## config.mk

```make
export PLATFORM = sky130hd
export DESIGN_NAME = mem_arbiter
export DESIGN_NICKNAME = d
export VERILOG_FILES = /design/src/rtl/mem_arbiter.sv
export SDC_FILE = /design/constraint.sdc
export NUM_CORES = 1
export LEC_CHECK = 0
export ABC_CLOCK_PERIOD_IN_PS = 3400
export CORE_AREA = 3 3 104 106
export CTS_CLUSTER_DIAMETER = 30
export DETAILED_ROUTE_END_ITERATION = 10
export DIE_AREA = 0 0 107 109
export GPL_ROUTABILITY_DRIVEN = 0
export GPL_TIMING_DRIVEN = 0
export PLACE_DENSITY_LB_ADDON = 0.1
export REMOVE_ABC_BUFFERS = 1
export SYNTH_ARGS = -nofsm -noshare
export SYNTH_HDL_FRONTEND = slang
export SYNTH_SLANG_ARGS = --single-unit
```

## constraint.sdc

```tcl
create_clock -name clk -period 3.4 [get_ports clk]
set_clock_uncertainty 0.15 [all_clocks]
set_input_delay 0.34 -clock clk [delete_from_list [all_inputs] [get_ports clk]]
set_output_delay 0.34 -clock clk [all_outputs]
set_load 0.02 [all_outputs]
```

## src/rtl/mem_arbiter.sv

```systemverilog
`timescale 1ns / 1ps
// mem_arbiter: shares one main-memory word port between the I-cache refill path and
// the D-cache refill/writeback path. A grant moves one whole line as LINE_WORDS
// single-word beats, with round-robin fairness on ties.
//
// Ports:
//   clk, rst                  clock, synchronous active-high reset
//   i_req, i_addr             I-side line read request and byte address
//   i_rdata, i_rvalid         I-side read word and per-beat valid
//   i_word_idx, i_done        I-side beat index and line-complete pulse
//   d_req, d_we, d_addr       D-side line request, writeback flag, byte address
//   d_wdata                   D-side writeback word for index d_word_idx
//   d_rdata, d_rvalid         D-side read word and per-beat valid
//   d_word_idx, d_done        D-side beat index and line-complete pulse
//   mem_req, mem_we           memory beat request and write flag
//   mem_addr, mem_wdata       word-aligned beat address and write word
//   mem_ack, mem_rdata        beat complete and read word
//   busy                      arbiter is not idle (feeds pipeline stall)
//   grant_i, grant_d          current owner, one-hot or zero
module mem_arbiter #(
  parameter int unsigned DATA_WIDTH = 32,
  parameter int unsigned ADDR_WIDTH = 32,
  parameter int unsigned LINE_WORDS = 4
) (
  input  logic                          clk,
  input  logic                          rst,
  input  logic                          i_req,
  input  logic [ADDR_WIDTH-1:0]         i_addr,
  output logic [DATA_WIDTH-1:0]         i_rdata,
  output logic                          i_rvalid,
  output logic [$clog2(LINE_WORDS)-1:0] i_word_idx,
  output logic                          i_done,
  input  logic                          d_req,
  input  logic                          d_we,
  input  logic [ADDR_WIDTH-1:0]         d_addr,
  input  logic [DATA_WIDTH-1:0]         d_wdata,
  output logic [DATA_WIDTH-1:0]         d_rdata,
  output logic                          d_rvalid,
  output logic [$clog2(LINE_WORDS)-1:0] d_word_idx,
  output logic                          d_done,
  output logic                          mem_req,
  output logic                          mem_we,
  output logic [ADDR_WIDTH-1:0]         mem_addr,
  output logic [DATA_WIDTH-1:0]         mem_wdata,
  input  logic                          mem_ack,
  input  logic [DATA_WIDTH-1:0]         mem_rdata,
  output logic                          busy,
  output logic                          grant_i,
  output logic                          grant_d
);

  localparam int unsigned BeatW = $clog2(LINE_WORDS);
  localparam int unsigned Off   = BeatW + 2;
  localparam int unsigned BaseW = ADDR_WIDTH - Off;
  localparam logic [BeatW-1:0] LastBeat = BeatW'(LINE_WORDS - 1);

  typedef enum logic [1:0] {StIdle, StXfer, StDone} state_e;
  typedef enum logic {OwnI = 1'b0, OwnD = 1'b1} owner_e;

  state_e           state_q, state_d;
  owner_e           owner_q, owner_d;
  owner_e           last_grant_q, last_grant_d;
  logic [BaseW-1:0] base_q, base_d;
  logic             we_q, we_d;
  logic [BeatW-1:0] beat_q, beat_d;

  // Line offset bits are deliberately dropped: every line starts at beat 0.
  logic unused_offset_bits;
  assign unused_offset_bits = ^{i_addr[Off-1:0], d_addr[Off-1:0]};

  always_ff @(posedge clk) begin
    if (rst) begin
      state_q      <= StIdle;
      owner_q      <= OwnI;
      last_grant_q <= OwnD;  // first tie after reset goes to I
      base_q       <= '0;
      we_q         <= 1'b0;
      beat_q       <= '0;
    end else begin
      state_q      <= state_d;
      owner_q      <= owner_d;
      last_grant_q <= last_grant_d;
      base_q       <= base_d;
      we_q         <= we_d;
      beat_q       <= beat_d;
    end
  end

  always_comb begin
    state_d      = state_q;
    owner_d      = owner_q;
    last_grant_d = last_grant_q;
    base_d       = base_q;
    we_d         = we_q;
    beat_d       = beat_q;
    unique case (state_q)
      StIdle: begin
        if (i_req && (!d_req || last_grant_q == OwnD)) begin
          state_d      = StXfer;
          owner_d      = OwnI;
          last_grant_d = OwnI;
          base_d       = i_addr[ADDR_WIDTH-1:Off];
          we_d         = 1'b0;
          beat_d       = '0;
        end else if (d_req) begin
          state_d      = StXfer;
          owner_d      = OwnD;
          last_grant_d = OwnD;
          base_d       = d_addr[ADDR_WIDTH-1:Off];
          we_d         = d_we;
          beat_d       = '0;
        end
      end
      StXfer: begin
        if (mem_ack) begin
          beat_d = beat_q + BeatW'(1);  // wraps to 0 after the last beat
          if (beat_q == LastBeat) begin
            state_d = StDone;
          end
        end
      end
      StDone: state_d = StIdle;
      default: state_d = StIdle;
    endcase
  end

  logic in_xfer, in_done, rd_beat;

  always_comb begin
    in_xfer   = (state_q == StXfer);
    in_done   = (state_q == StDone);
    rd_beat   = in_xfer && mem_ack && !we_q;

    busy      = (state_q != StIdle);
    grant_i   = busy && (owner_q == OwnI);
    grant_d   = busy && (owner_q == OwnD);

    mem_req   = in_xfer;
    mem_we    = in_xfer && we_q;
    mem_addr  = in_xfer ? {base_q, beat_q, 2'b00} : '0;
    mem_wdata = in_xfer ? d_wdata : '0;

    i_rdata    = mem_rdata;
    d_rdata    = mem_rdata;
    i_rvalid   = rd_beat && (owner_q == OwnI);
    d_rvalid   = rd_beat && (owner_q == OwnD);
    i_word_idx = beat_q;
    d_word_idx = beat_q;
    i_done     = in_done && (owner_q == OwnI);
    d_done     = in_done && (owner_q == OwnD);
  end

endmodule

```

[After elaboration in Yosys (flattened, before gate mapping)]
Index checks and enable logic that the tools add are counted.
W data, S select, Z words.
Word-level totals
  bits in registers: 35
  bits of input ports: 134
  output and inout port bits: 141
  word-level logic and storage cells: 51
Cells by class
  add/subtract/negate cells: 1
  equality and inequality tests: 6
  mux-type cells: 17
  bitwise operators: 1
  reduce and logical (&&, ||, !) cells: 20
Operators with widths (number)
  $mux W32: 2
  $mux W28: 2
  $mux W2: 7
  $logic_and A1 B1 Y1: 10
  $pmux W2 S2: 2
  $reduce_and A3 Y1: 2
  $reduce_bool A2 Y1: 3
  $eq A2 B2 Y1 const B: 2
  $mux W1: 4
  $ne A2 B1 Y1 const B: 2
  $ne A3 B3 Y1 const B: 1
  $add A2 B1 Y2 const B: 1
  $eq A2 B1 Y1 const B: 1
  $logic_not A1 Y1: 2
  $logic_not A2 Y1: 1
  $reduce_and A2 Y1: 1
  $logic_or A1 B1 Y1: 1
  $not A1 Y1: 1

[Depth between registers and ports, before layout]
  depth in word-level cells: 5
  gate-level depth with buffers: 5
  depth with buffers taken out: 4

[Worst setup path after synthesis]
Ideal clock, no wire load.
  kind: reg2out
  from: reg state_q[0]
  to: out mem_wdata[22]
  data arrival time: 1.209 ns
  required time: 2.910 ns
  slack: 1.701 ns
  stages on the path, launching flop included: 4
  buffers on the path: 1
  cell sequence: dfxtp_1 > and2b_1 > clkbuf_1 > and2_1
Between the ends
  word-level cells in the longest chain between the ends: 2
RTL lines
  start, declared: line 60  | state_e state_q, state_d;
  start signal, assigned: line 73  | state_q <= StIdle;
  start signal, assigned: line 80  | state_q <= state_d;
  $eq A2 B1 Y1: line 130  | in_xfer = (state_q == StXfer);
  net mem_req: line 41  | output logic mem_req,
  $mux W32: line 141  | mem_wdata = in_xfer ? d_wdata : '0;
  end, declared: line 44  | output logic [DATA_WIDTH-1:0] mem_wdata,
The timed path passes the listed nets, and every way through them passes these cells.

[Worst setup path after layout]
  from: in i_req
  to: reg base_q[11]
Between the ends
  word-level cells in the longest chain between the ends: 3
  elaborated cells on any way between the ends: 4
  classes of those cells: mux (1); reduce/logical (3)
RTL lines
  start, declared: line 27  | input logic i_req,
  $logic_and A1 B1 Y1 (*): line 98  | if (i_req && (!d_req || last_grant_q == OwnD)) begin
  $reduce_bool A2 Y1 (no line)
  $reduce_and A2 Y1 (no line)
  end signal, assigned: line 83  | base_q <= base_d;
  end, declared: line 63  | logic [BaseW-1:0] base_q, base_d;
Every way passes the cells marked *; elsewhere a longest branch is shown, timed or not.
A chain may end at the register's enable or synchronous reset.

==> out/metrics.yaml <==
antenna_found_initial: 0
path_buf_inv: 2
netlist_instances: 346
whs_endpoint: "base_q[9]"
grt_pass1_wl_mm: 17.3
status: "finished, final reports clean"
final_cell_mix: "167 x clkdlybuf4s50_1, 64 x and2_1, 35 x dfxtp_1"
r2r-start: "state_q[0]"
tns_ns: 0
ctsHtreeMaxLevel: 2
grtUsageTotal: 0.201
nets: 558
cp.arrival_ns: 3.07
rows: 36
path_depth: 4
async_flop_share: 0
postPlaceCellArea_um2: 3860
hold_start: "base_q[9]"
crit_family: "buffers and inverters"
layout-drive-gt1-share: 0.0377
worstPathRequired_ns: 3.38
synth_flop_cell: "dfxtp_1"
drt-initial-drc-count: 163
avgViaCountPerCell: 4.94
period_minus_slack_ns: 3.08
nFillCells: 996
detail-route-antenna-nets: 0
seqCellArea_um2: 701
crit_path_max_fanout: 31
finalNonFillerCells: 557
synth_cell_types: 28
multiInputGateArea_um2: 1290
finalPower_mw: 1.35
die_w_um: 107
synth_edf_count: 0
cts_hold_buffers: 0
critPathLaunchType: "primary input"
rsz0062_at_grt: "false"
vias: 2753
clk_pin_slew_ns: 0.08
clockRootBuffer: "clkbuf_8"
yosys_warnings: 0
ctsLongestPathBuffers: 2
r2r_cells: 4
grt_max_degree: 49
hold_path_depth: 2
critPathCaptureType: "flop"
cts_tree: "yes"
die_area_um2: 11700
r2r_slack_ns: 0.95
n_antenna_cell: 0
final_util: 0.403
chipHeight_um: 109
final_common_cell: "clkdlybuf4s50_1"
dp_hpwl_mm: 9.35
io_pins: 275
path_cells: "clkdlybuf4s50_1, inv_1, o21ai_0, a311oi_1"
start_util: 0.271
cts.sinks: 35
reg2reg_to: "base_q[17]"
slowest_delay_ns: 1.33
routedWlPerCell_um: 22.5
setup_violations: 0
dr.pass1.iters: 4
final_max_slew_viol_count: 0
overflow: 0
dp_cells: 549
period_share: 0.907
crit_slowest_cell: "clkdlybuf4s50_1"
tightest_slew_ns: 1.29
timing.fmax_mhz: 324
fp.coreArea_um2: 9860
synthesis.area_um2: 2670
drcViolationCount: 0
max-cap-violations: 0
synth_area_per_cell_um2: 7.72
ys_seq_area_frac: 0.262
drt-total-wl_mm: 12.5
finalInstanceArea_um2: 3980
powerDensity_nw_per_um2: 339
worstSkewPairLatency_ns: 0.29
maxSlewHeadroom: 0.138
synth-seq-cells: 35
grt_pass1_vias: 2557
synthToLayoutAreaGrowth_pct: 48.9
postCtsSetupBuffers: 0
port_buffers: 168
crit_type: "in2reg"
ir_worst_vdd_mv: 0.194
cts_buffers: 5
leakage_nw: 1.41
post_cts_resized: 0
hold_path.class: "reg2reg"
hold_viol: 0
==> flip-flops by register name (all words and copies together), names as in the netlist <==
signal	flops
base_q	28
state_q	2
d_word_idx	2
last_grant_q	1
owner_q	1
we_q	1
==> kinds of logic (layout without fill, tap and decap cells) <==
family                   after synthesis  count (layout)  synth area share
AO/OA/AOI/OAI                         95              95             0.222
AND/OR/NAND/NOR                      112             112             0.251
flip-flops                            35              35             0.262
buffers and inverters                102             179             0.258
other                                  1               2           0.00140
adder cells (fa/ha/maj)                1               1           0.00468
==> power by group <==
part / total [mW] / switching [mW] / internal, mW / leakage (nW)
combinational: 0.474 / 0.228 / 0.246 / 1.06
clock: 0.405 / 0.164 / 0.241 / 0.0618
sequential: 0.469 / 0.0201 / 0.449 / 0.290
==> metal layers <==
layer	global-route usage	routed length [um]	up-vias
li1	-	-	1289
met1	0.240	4910	1238
met2	0.280	5080	214
met3	0.162	2340	8
met4	0.0292	57	4
met5	0.0804	124	-
==> synthesized netlist by cell type (all sizes together), types with 3 or more instances <==
cell | count | share of area
dfxtp | 35 | 0.26
clkbuf | 15 | 0.021
nor2 | 5 | 0.013
a311oi | 28 | 0.092
nor3b | 3 | 0.0084
nand3 | 29 | 0.054
o21ai | 29 | 0.054
buf | 85 | 0.23
and2 | 64 | 0.15
nor3 | 3 | 0.0056
a21oi | 33 | 0.062
==> final cells by class <==
cell class,count,area share
Multi-Input combinational cell,210,0.323
Inverter,2,0.00189
Clock inverter,2,0.00975
Clock buffer,6,0.0208
Timing Repair Buffer,169,0.426
Tap cell,133,0.0418
Sequential cell,35,0.176
==> worst max-delay path by stage <==
stage | from | endpoint | slack (ns)
2_1_floorplan | state_q[0] | mem_addr[10] | 1.28
3_3_place_gp | i_req | base_q[11] | 0.01
3_5_place_dp | i_req | base_q[11] | -0.01
4_1_cts | i_req | base_q[11] | 0.30
5_1_grt | i_req | base_q[11] | 0.07
6_report | i_req | base_q[11] | 0.32
==> per-stage QoR <==
step | hold slack [ns] | setup WS [ns]
after floorplan | 0.259 | 1.28
after global placement | 0.346 | 0.0133
after detailed placement | 0.349 | -0.0109
after CTS | 0.363 | 0.300
after global routing | 0.386 | 0.0679
final | 0.367 | 0.316
==> worst register-to-register path, stage by stage (launching register included) <==
cell and delay [ns]:
dfxtp_1 0.36, nor2_4 0.70, inv_2 0.22, nor2_4 0.65, a311oi_1 0.20
Note: power is estimated with default switching activity, not from simulation.
